[src/rtl/p405s_icu_defs_pkg.sv]
// Shared ICU constants: valid-array write FSM encodings, flash default, write payload.
package p405s_icu_defs_pkg;

    localparam int unsigned IDX_W            = 3;
    localparam int unsigned FLASH_CYCLES_DEF = 2;

    typedef enum logic [1:0] {
        VA_IDLE  = 2'd0,
        VA_WRITE = 2'd1,
        VA_FLASH = 2'd2
    } va_wr_state_e;

    // Single-index write to the valid array.
    typedef struct packed {
        logic             cyc;
        logic [IDX_W-1:0] idx;
        logic             data;
    } va_wr_t;

endpackage

[src/rtl/p405s_icu_va_wr_arb.sv]
// Combinational request selection for the valid-array writer:
// flash > invalidate > fill, with an invalidate absorbing a same-index fill.
module p405s_icu_va_wr_arb
    import p405s_icu_defs_pkg::*;
(
    input  logic             flash_req_i,
    input  logic             inv_req_i,
    input  logic [IDX_W-1:0] inv_idx_i,
    input  logic             fill_req_i,
    input  logic [IDX_W-1:0] fill_idx_i,
    output logic             sel_flash_c,
    output logic             sel_wr_c,
    output va_wr_t           wr_c,
    output logic             inv_ack_c,
    output logic             fill_ack_c
);

    // Priority pick; a fill on the line being invalidated is acked and dropped.
    always_comb begin
        sel_flash_c = 1'b0;
        sel_wr_c    = 1'b0;
        wr_c        = '0;
        inv_ack_c   = 1'b0;
        fill_ack_c  = 1'b0;
        if (flash_req_i) begin
            sel_flash_c = 1'b1;
        end else if (inv_req_i) begin
            sel_wr_c   = 1'b1;
            wr_c.cyc   = 1'b1;
            wr_c.idx   = inv_idx_i;
            wr_c.data  = 1'b0;
            inv_ack_c  = 1'b1;
            fill_ack_c = fill_req_i && (fill_idx_i == inv_idx_i);
        end else if (fill_req_i) begin
            sel_wr_c   = 1'b1;
            wr_c.cyc   = 1'b1;
            wr_c.idx   = fill_idx_i;
            wr_c.data  = 1'b1;
            fill_ack_c = 1'b1;
        end
    end

endmodule

[src/rtl/p405s_icu_va_wr_ctl.sv]
// ICU valid-array write controller: serialises fill, icbi and iccci updates
// into single-index writes or a multi-cycle flash, all outputs registered.
module p405s_icu_va_wr_ctl
    import p405s_icu_defs_pkg::*;
#(
    parameter int unsigned FLASH_CYCLES = FLASH_CYCLES_DEF
) (
    input  logic       CB,
    input  logic       resetCore_N,
    input  logic       fillWrReq,
    input  logic [1:3] fillWrIdx,
    input  logic       invReq,
    input  logic [1:3] invIdx,
    input  logic       flashReq,
    input  logic       wrHold,
    output logic       vaWrCycle,
    output logic [1:3] vaWrIndex,
    output logic       vaWrData,
    output logic       wrFlash,
    output logic       fillWrAck,
    output logic       invAck,
    output logic       flashAck,
    output logic       vaWrBusy
);

    localparam int unsigned CNT_W = (FLASH_CYCLES < 1) ? 1 : $clog2(FLASH_CYCLES + 1);

    va_wr_state_e     state_q, state_d;
    logic [CNT_W-1:0] cnt_q, cnt_d;
    va_wr_t           wr_q, wr_d;
    logic             flash_q, flash_d;
    logic             fill_ack_q, fill_ack_d;
    logic             inv_ack_q, inv_ack_d;
    logic             flash_ack_q, flash_ack_d;
    logic             busy_q, busy_d;

    logic             sel_flash_c;
    logic             sel_wr_c;
    va_wr_t           wr_c;
    logic             inv_ack_c;
    logic             fill_ack_c;

    p405s_icu_va_wr_arb u_arb (
        .flash_req_i (flashReq),
        .inv_req_i   (invReq),
        .inv_idx_i   (invIdx),
        .fill_req_i  (fillWrReq),
        .fill_idx_i  (fillWrIdx),
        .sel_flash_c (sel_flash_c),
        .sel_wr_c    (sel_wr_c),
        .wr_c        (wr_c),
        .inv_ack_c   (inv_ack_c),
        .fill_ack_c  (fill_ack_c)
    );

    // Next state and next registered outputs; cnt_q holds flash cycles left including the current one.
    always_comb begin
        state_d     = state_q;
        cnt_d       = cnt_q;
        wr_d        = '0;
        flash_d     = 1'b0;
        fill_ack_d  = 1'b0;
        inv_ack_d   = 1'b0;
        flash_ack_d = 1'b0;
        case (state_q)
            VA_IDLE: begin
                if (!wrHold) begin
                    if (sel_flash_c) begin
                        state_d     = VA_FLASH;
                        cnt_d       = CNT_W'(FLASH_CYCLES);
                        flash_d     = 1'b1;
                        flash_ack_d = (FLASH_CYCLES == 32'd1);
                    end else if (sel_wr_c) begin
                        state_d    = VA_WRITE;
                        wr_d       = wr_c;
                        inv_ack_d  = inv_ack_c;
                        fill_ack_d = fill_ack_c;
                    end
                end
            end
            VA_WRITE: begin
                state_d = VA_IDLE;
            end
            VA_FLASH: begin
                if (cnt_q > CNT_W'(1)) begin
                    cnt_d       = cnt_q - CNT_W'(1);
                    flash_d     = 1'b1;
                    flash_ack_d = (cnt_q == CNT_W'(2));
                end else begin
                    state_d = VA_IDLE;
                    cnt_d   = '0;
                end
            end
            default: begin
                state_d = VA_IDLE;
                cnt_d   = '0;
            end
        endcase
        busy_d = (state_d != VA_IDLE);
    end

    // State, counter and output registers; reset aborts any operation without ack.
    always_ff @(posedge CB or negedge resetCore_N) begin
        if (!resetCore_N) begin
            state_q     <= VA_IDLE;
            cnt_q       <= '0;
            wr_q        <= '0;
            flash_q     <= 1'b0;
            fill_ack_q  <= 1'b0;
            inv_ack_q   <= 1'b0;
            flash_ack_q <= 1'b0;
            busy_q      <= 1'b0;
        end else begin
            state_q     <= state_d;
            cnt_q       <= cnt_d;
            wr_q        <= wr_d;
            flash_q     <= flash_d;
            fill_ack_q  <= fill_ack_d;
            inv_ack_q   <= inv_ack_d;
            flash_ack_q <= flash_ack_d;
            busy_q      <= busy_d;
        end
    end

    assign vaWrCycle = wr_q.cyc;
    assign vaWrIndex = wr_q.idx;
    assign vaWrData  = wr_q.data;
    assign wrFlash   = flash_q;
    assign fillWrAck = fill_ack_q;
    assign invAck    = inv_ack_q;
    assign flashAck  = flash_ack_q;
    assign vaWrBusy  = busy_q;

endmodule

[config.mk]
export PLATFORM = sky130hd
export DESIGN_NAME = p405s_icu_va_wr_ctl
export DESIGN_NICKNAME = d
export VERILOG_FILES = /design/src/rtl/p405s_icu_defs_pkg.sv /design/src/rtl/p405s_icu_va_wr_arb.sv /design/src/rtl/p405s_icu_va_wr_ctl.sv
export SDC_FILE = /design/constraint.sdc
export NUM_CORES = 1
export LEC_CHECK = 0
export ABC_AREA = 1
export CAP_MARGIN = 5
export CORE_MARGIN = 3
export CORE_UTILIZATION = 35
export CTS_BUF_LIST = sky130_fd_sc_hd__clkbuf_8
export DETAILED_ROUTE_END_ITERATION = 16
export GPL_TIMING_DRIVEN = 1
export PLACE_DENSITY_LB_ADDON = 0.08
export SLEW_MARGIN = 20
export SYNTH_ARGS = -nofsm -noshare
export SYNTH_HDL_FRONTEND = slang
export SYNTH_SLANG_ARGS = --single-unit
export TNS_END_PERCENT = 50
[constraint.sdc]
create_clock -name CB -period 2.6 [get_ports CB]
set_clock_uncertainty 0.1 [all_clocks]
set_input_delay 0.65 -clock CB [delete_from_list [all_inputs] [get_ports CB]]
set_output_delay 0.65 -clock CB [all_outputs]
set_load 0.03 [all_outputs]
==> flow_metrics.py, run 1 <==
metrics = {
    "detailed_routing": {
        "drtPass1Iterations": 2,
        "dr_total_vias": 508,
        "wirelength_um": 1040,
        "post_drt_via_cell_ratio": 4.75,
        "drt-wirelength-per-cell_um": 9.75,
        "drt-initial-drc-count": 10,
        "drc": 0,
        "antenna_violating_nets_post_route": 0,
    },
    "critical_path": {
        "timing.critical_path.to_type": "output pin",
        "largest_incremental_delay_on_the_critical_path_ns": 0.66,
        "crit_fanout": 1,
        "cp_cell_sequence": "clkdlybuf4s50_1",
        "worst-endpoint-required_ns": 1.85,
        "worst_path_dominant_cell_family": "buffers and inverters",
        "worstPathArrival_ns": 1.23,
        "setup.worst_path.class": "register to output pin",
        "cp_buf_inv_count": 1,
        "startpoint_type": "register",
        "cp_slowest_cell": "sky130_fd_sc_hd__clkdlybuf4s50_1",
        "reg2reg_slack_ns": 1.53,
    },
    "cells_and_area": {
        "design.final.nets": 104,
        "post_route_cells_drive_above_1_share_pct": 7.69,
        "fillerInstances": 156,
        "antenna_cells_inserted": 0,
        "flow.area_growth_from_synthesis_pct": 48.4,
        "share_of_the_core_filled_with_cells_pct": 56.7,
        "final_cell_mix": "sky130_fd_sc_hd__clkdlybuf4s50_1 (21), sky130_fd_sc_hd__inv_1 (15), sky130_fd_sc_hd__dfrtp_1 (14), sky130_fd_sc_hd__nand2_1 (13), sky130_fd_sc_hd__nor2_1 (7)",
        "multi_input_area_um2": 183,
        "layout_commonest_cell": "sky130_fd_sc_hd__clkdlybuf4s50_1",
        "ff_latch_area_um2": 350,
    },
    "floorplanning": {
        "die_height_um": 47.0,
        "design.die.area_mm2": 0.00221,
        "row_count": 14,
        "placeableCoreArea_mm2": 0.00154,
        "initial_core_util_pct": 38.2,
        "horizontal_die_dimension_um": 47.0,
        "pin_count": 22,
    },
    "global_routing": {
        "grt_use_total_pct": 11.3,
        "global_route.overflow_total": 0,
        "maximum_number_of_pins_on_one_net_before_global_route_repair": 15,
        "first_pass_grt_wire_length_um": 1770,
        "vias_in_the_first_global_route": 471,
        "antenna_found_initial": 0,
    },
    "min_path": {
        "hold_path_class": "register to register",
    },
    "clock_network": {
        "cts_root_buffer": "sky130_fd_sc_hd__clkbuf_8",
        "path_clk_slew_ns": 0.06,
        "cts_bufs_inserted": 3,
        "number_of_gates_given_a_new_drive_strength_after_cts": 0,
        "clock-sinks": 14,
        "postCtsSetupRepairBufs": 0,
        "ctsHoldBuffers": 0,
        "cts.htree.levels": 1,
        "tritoncts_clock_tree": "yes",
        "worstSkewPairLatency_ns": 0.24,
        "cts.path.max_buffers": 2,
    },
    "synth": {
        "synth_xor_xnor_area_share_pct": 0,
        "ys_ff_latch": 14,
        "synthAdderAreaFrac_pct": 0,
        "mappedNetlistArea_um2": 589,
        "avgSynthCellArea_um2": 8.93,
        "syn-instance-count": 66,
        "ys_warn_count": 0,
        "synthDistinctLibCells": 14,
        "yosysSeqAreaShare_pct": 59.4,
        "synth.area.mux_share_pct": 0,
        "syn_nets": 78,
        "simple_gate_portion_of_the_synthesized_area_pct": 23.6,
        "synth_top_family_by_area": "simple AND/OR/NAND/NOR gates",
        "compound_cell_area_share_of_the_yosys_netlist_pct": 7.43,
    },
    "placed_design": {
        "routability_driven_placement_congestion_ratio": 0.752,
        "placement.io_buffers": 21,
        "dpl.hpwl_um": 847,
    },
    "pwr": {
        "power_w": 0.000584,
        "static_leakage_nw": 0.462,
        "vdd_drop_max_v": 0.000233,
        "power_density_mw_per_mm2": 667,
    },
    "job": {
        "max_cap_viol_count": 0,
    },
    "timing": {
        "hold_violations": 0,
        "worst-slew-pin-transition_ns": 0.596,
        "post-route-period-util_pct": 76.1,
        "slew_violations": 0,
        "grt_setup_unrepaired": "no",
        "period_minus_slack_ns": 1.98,
        "timing.slew.headroom_pct": 60.1,
        "setup_viol": 0,
        "worst_hold_slack_ns": 0.401,
        "max_clock_freq_mhz": 505,
        "timing.setup.tns_ns": 0,
    },
    "run_status": {
        "outcome": "complete, no violations",
    },
}
## flip-flops by register name, indices dropped and copies added (netlist names)
signal / count
wrFlash: 1
vaWrCycle: 1
cnt_q: 2
invAck: 1
vaWrIndex: 3
vaWrData: 1
state_q: 2
vaWrBusy: 1
flashAck: 1
fillWrAck: 1
## cell type report
cell class,count,share of cell area (%)
sequential,14,40.1
timing repair buffer,21,24.0
inverter,15,6.44
clock buffer,4,6.29
tap,16,2.29
multi-input combinational,37,20.9
## cell usage after synthesis
cell,number,area share (%)
sky130_fd_sc_hd__nand3_1,6,5.1
sky130_fd_sc_hd__a22oi_1,3,3.8
sky130_fd_sc_hd__inv_1,15,9.6
sky130_fd_sc_hd__a21oi_1,1,0.85
sky130_fd_sc_hd__nand3_2,1,1.7
sky130_fd_sc_hd__nor3_1,1,0.85
sky130_fd_sc_hd__a21oi_2,1,1.5
sky130_fd_sc_hd__o211ai_1,1,1.3
sky130_fd_sc_hd__nor4_1,1,1.1
sky130_fd_sc_hd__nor2_2,1,1.1
sky130_fd_sc_hd__nor2_1,7,4.5
sky130_fd_sc_hd__nand4_1,1,1.1
sky130_fd_sc_hd__dfrtp_1,14,59
sky130_fd_sc_hd__nand2_1,13,8.3
## stage by stage
| step | cells | area, µm² | setup WS (ns) |
|---|---|---|---|
| after floorplan | 66 | 589 | 1.37 |
| after global placement | 103 | 820 | 0.659 |
| after detailed placement | 103 | 820 | 0.628 |
| after CTS | 107 | 875 | 0.606 |
| after global routing | 107 | 875 | 0.570 |
| final | 107 | 875 | 0.620 |
## per-layer routing
metal / vias to the layer above / global-route usage [%] / share of wire [%]
met1: 236 / 11.8 / 40
met3: 0 / 2.30 / 6.1
met2: 14 / 20.6 / 53
li1: 258 / - / -
met5: - / 0 / 0
met4: 0 / 6.63 / 0
## worst paths after layout
| kind | start | end | cells past startpoint |
|---|---|---|---|
| max | vaWrIndex[1] | vaWrIndex[1] | 1 |
| min | cnt_q[0] | cnt_q[0] | 2 |
| max reg2reg | state_q[1] | fillWrAck | 3 |
| min reg2reg | cnt_q[0] | cnt_q[0] | 2 |
| max in group asynchronous | resetCore_N | vaWrCycle | 1 |
| min in group asynchronous | resetCore_N | flashAck | 1 |
## where the power goes
group	internal, W	switching, W
Combinational	0.0000547	0.0000695
Sequential	0.000243	0.0000127
Clock	0.000134	0.0000699
Total	0.000431	0.000152
## logic make-up after synthesis
kind of cell | count (synthesis)
buffers and inverters | 15
and+or+nand+nor | 31
DFF | 14
AOI/OAI and AO/OA | 6
(Power assumes the default switching activity.)
==> run 2, diff against run 1 <==
==> constraint.sdc (replaced) <==
create_clock -name CB -period 1.7 [get_ports CB]
set_clock_uncertainty 0.1 [all_clocks]
set_input_delay 0.425 -clock CB [delete_from_list [all_inputs] [get_ports CB]]
set_output_delay 0.425 -clock CB [all_outputs]
set_load 0.03 [all_outputs]
==> run 2 against run 1 <==
  * Count of clock-buffer cells in the layout is 1 lower
  * Global-route usage grew 0.33 points
  * Utilization fell by 0.24 points
  * Worst setup slack worse by 0.41 ns
  * Die area unchanged
  * Power is 44% higher
  * Via count rose by 2.4%
  * Cell count up 1.9%
  * Sequential power is 53% higher
  * Cell area is 0.43% lower
  * Routed wire length rose by 6.9%
  * Critical path depth unchanged
==> flow_metrics.py, run 2 (synthesis results as in run 1) <==
metrics = {
    "run_status": {
        "outcome": "complete, no violations",
    },
    "global_routing": {
        "first_pass_grt_wire_length_um": 1700,
        "global_route.overflow_total": 0,
        "vias_in_the_first_global_route": 438,
        "grt_use_total_pct": 11.6,
        "antenna_found_initial": 0,
        "maximum_number_of_pins_on_one_net_before_global_route_repair": 15,
    },
    "timing": {
        "worst_hold_slack_ns": 0.386,
        "slew_violations": 0,
        "grt_setup_unrepaired": "no",
        "timing.slew.headroom_pct": 79.9,
        "period_minus_slack_ns": 1.48,
        "max_clock_freq_mhz": 674,
        "hold_violations": 0,
        "post-route-period-util_pct": 87.3,
        "timing.setup.tns_ns": 0,
        "setup_viol": 0,
        "worst-slew-pin-transition_ns": 0.302,
    },
    "floorplanning": {
        "pin_count": 22,
        "horizontal_die_dimension_um": 47.0,
        "initial_core_util_pct": 38.2,
        "design.die.area_mm2": 0.00221,
        "placeableCoreArea_mm2": 0.00154,
        "die_height_um": 47.0,
        "row_count": 14,
    },
    "clock_network": {
        "cts_bufs_inserted": 3,
        "cts.htree.levels": 1,
        "path_clk_slew_ns": 0.05,
        "postCtsSetupRepairBufs": 0,
        "cts.path.max_buffers": 2,
        "cts_root_buffer": "sky130_fd_sc_hd__clkbuf_8",
        "tritoncts_clock_tree": "yes",
        "worstSkewPairLatency_ns": 0.24,
        "clock-sinks": 14,
    },
    "detailed_routing": {
        "post_drt_via_cell_ratio": 4.77,
        "drtPass1Iterations": 4,
        "drc": 0,
        "wirelength_um": 1120,
        "dr_total_vias": 520,
        "drt-initial-drc-count": 3,
        "antenna_violating_nets_post_route": 0,
        "drt-wirelength-per-cell_um": 10.2,
    },
    "pwr": {
        "power.share.sequential_pct": 46.6,
        "intPower_w": 0.000602,
        "vdd_drop_max_v": 0.000391,
        "switching_share_pct": 28.2,
        "static_leakage_nw": 0.510,
        "pwr-share-clk_pct": 31.4,
        "p_comb_share_pct": 22.0,
        "power_density_mw_per_mm2": 963,
        "power_switching_w": 0.000236,
    },
    "min_path": {
        "hold_path_class": "input port to asynchronous set/reset pin",
    },
    "cells_and_area": {
        "design.final.nets": 107,
        "share_of_the_core_filled_with_cells_pct": 56.5,
        "design_area_um2": 871,
        "ff_latch_area_um2": 350,
        "multi_input_area_um2": 183,
        "final_cell_mix": "sky130_fd_sc_hd__inv_1 (15), sky130_fd_sc_hd__dfrtp_1 (14), sky130_fd_sc_hd__nand2_1 (13), sky130_fd_sc_hd__clkdlybuf4s50_1 (11), sky130_fd_sc_hd__dlygate4sd2_1 (10)",
        "layout_commonest_cell": "sky130_fd_sc_hd__inv_1",
        "fillerInstances": 144,
        "flow.area_growth_from_synthesis_pct": 47.8,
        "antenna_cells_inserted": 0,
        "largest_reg_flops": 3,
        "post_route_cells_drive_above_1_share_pct": 9.68,
    },
    "critical_path": {
        "cp_slowest_cell": "sky130_fd_sc_hd__dlygate4sd2_1",
        "cp_cell_sequence": "dlygate4sd2_1",
        "worst-endpoint-required_ns": 1.17,
        "largest_incremental_delay_on_the_critical_path_ns": 0.40,
        "timing.critical_path.to_type": "output pin",
        "worst_path_dominant_cell_family": "buffers and inverters",
        "r2r_start": "state_q[1]",
        "setup.worst_path.class": "register to output pin",
        "cp_buf_inv_count": 1,
        "startpoint_type": "register",
        "critical_path.startpoint": "vaWrIndex[2]",
        "worstPathArrival_ns": 0.96,
        "crit_fanout": 1,
    },
    "placed_design": {
        "dpl.hpwl_um": 907,
        "routability_driven_placement_congestion_ratio": 0.745,
        "placement.io_buffers": 21,
        "placedInstanceArea_um2": 842,
    },
    "job": {
        "max_cap_viol_count": 0,
    },
}
-- run 2: final timing paths --
path / slack (ns) / depth (start not counted) / end
min in group CB: 0.41 / 2 / cnt_q[0]
max in group asynchronous: 0.95 / 2 / vaWrIndex[2]
min: 0.39 / 2 / wrFlash
min reg2reg: 0.41 / 2 / cnt_q[0]
max: 0.22 / 1 / vaWrIndex[2]
max reg2reg: 0.59 / 3 / fillWrAck
-- run 2: final cells by class --
type | count | area share, %
inverter | 15 | 6.47
sequential | 14 | 40.2
timing repair buffer | 24 | 25.3
multi-input combinational | 37 | 21.0
clock buffer | 3 | 4.74
tap | 16 | 2.30
-- run 2: per-layer routing --
metal	vias up	track usage, %	wire length, µm
li1	265	-	-
met1	235	12.8	449
met4	0	11.6	37
met5	-	0	0
met2	16	18.2	563
met3	4	2.30	66
-- run 2: what timing repair did --
item | in CTS | in global routing
hold buffers | 0 | 0
setup endpoints to repair | 10 | 0
gates resized for setup | 10 | 0
-- run 2: power by group through the flow --
| stage | sequential, W | combinational, W | clock, W |
|---|---|---|---|
| floorplan | 0.000434 | 0.0000662 | 0 |
| finish | 0.000391 | 0.000184 | 0.000263 |
| detailed placement | 0.000398 | 0.000201 | 0 |
| CTS | 0.000391 | 0.000187 | 0.000268 |
| global route | 0.000394 | 0.000204 | 0.000287 |
| global placement | 0.000397 | 0.000198 | 0 |
-- run 2: through the flow --
| step | worst slack, ns | power, W | std cells |
|---|---|---|---|
| 3_3_place_gp | 0.106 | 0.000595 | 106 |
| 3_5_place_dp | 0.0444 | 0.000598 | 106 |
| 2_1_floorplan | 0.694 | 0.000500 | 66 |
| 6_report | 0.215 | 0.000839 | 109 |
| 4_1_cts | 0.197 | 0.000846 | 109 |
| 5_1_grt | 0.171 | 0.000885 | 109 |
-- run 2: worst register-to-register path, stage by stage (launching register included) --
cell	delay (ns)
sky130_fd_sc_hd__dfrtp_1	0.42
sky130_fd_sc_hd__nor2_2	0.19
sky130_fd_sc_hd__nand3_2	0.17
sky130_fd_sc_hd__a21oi_1	0.16
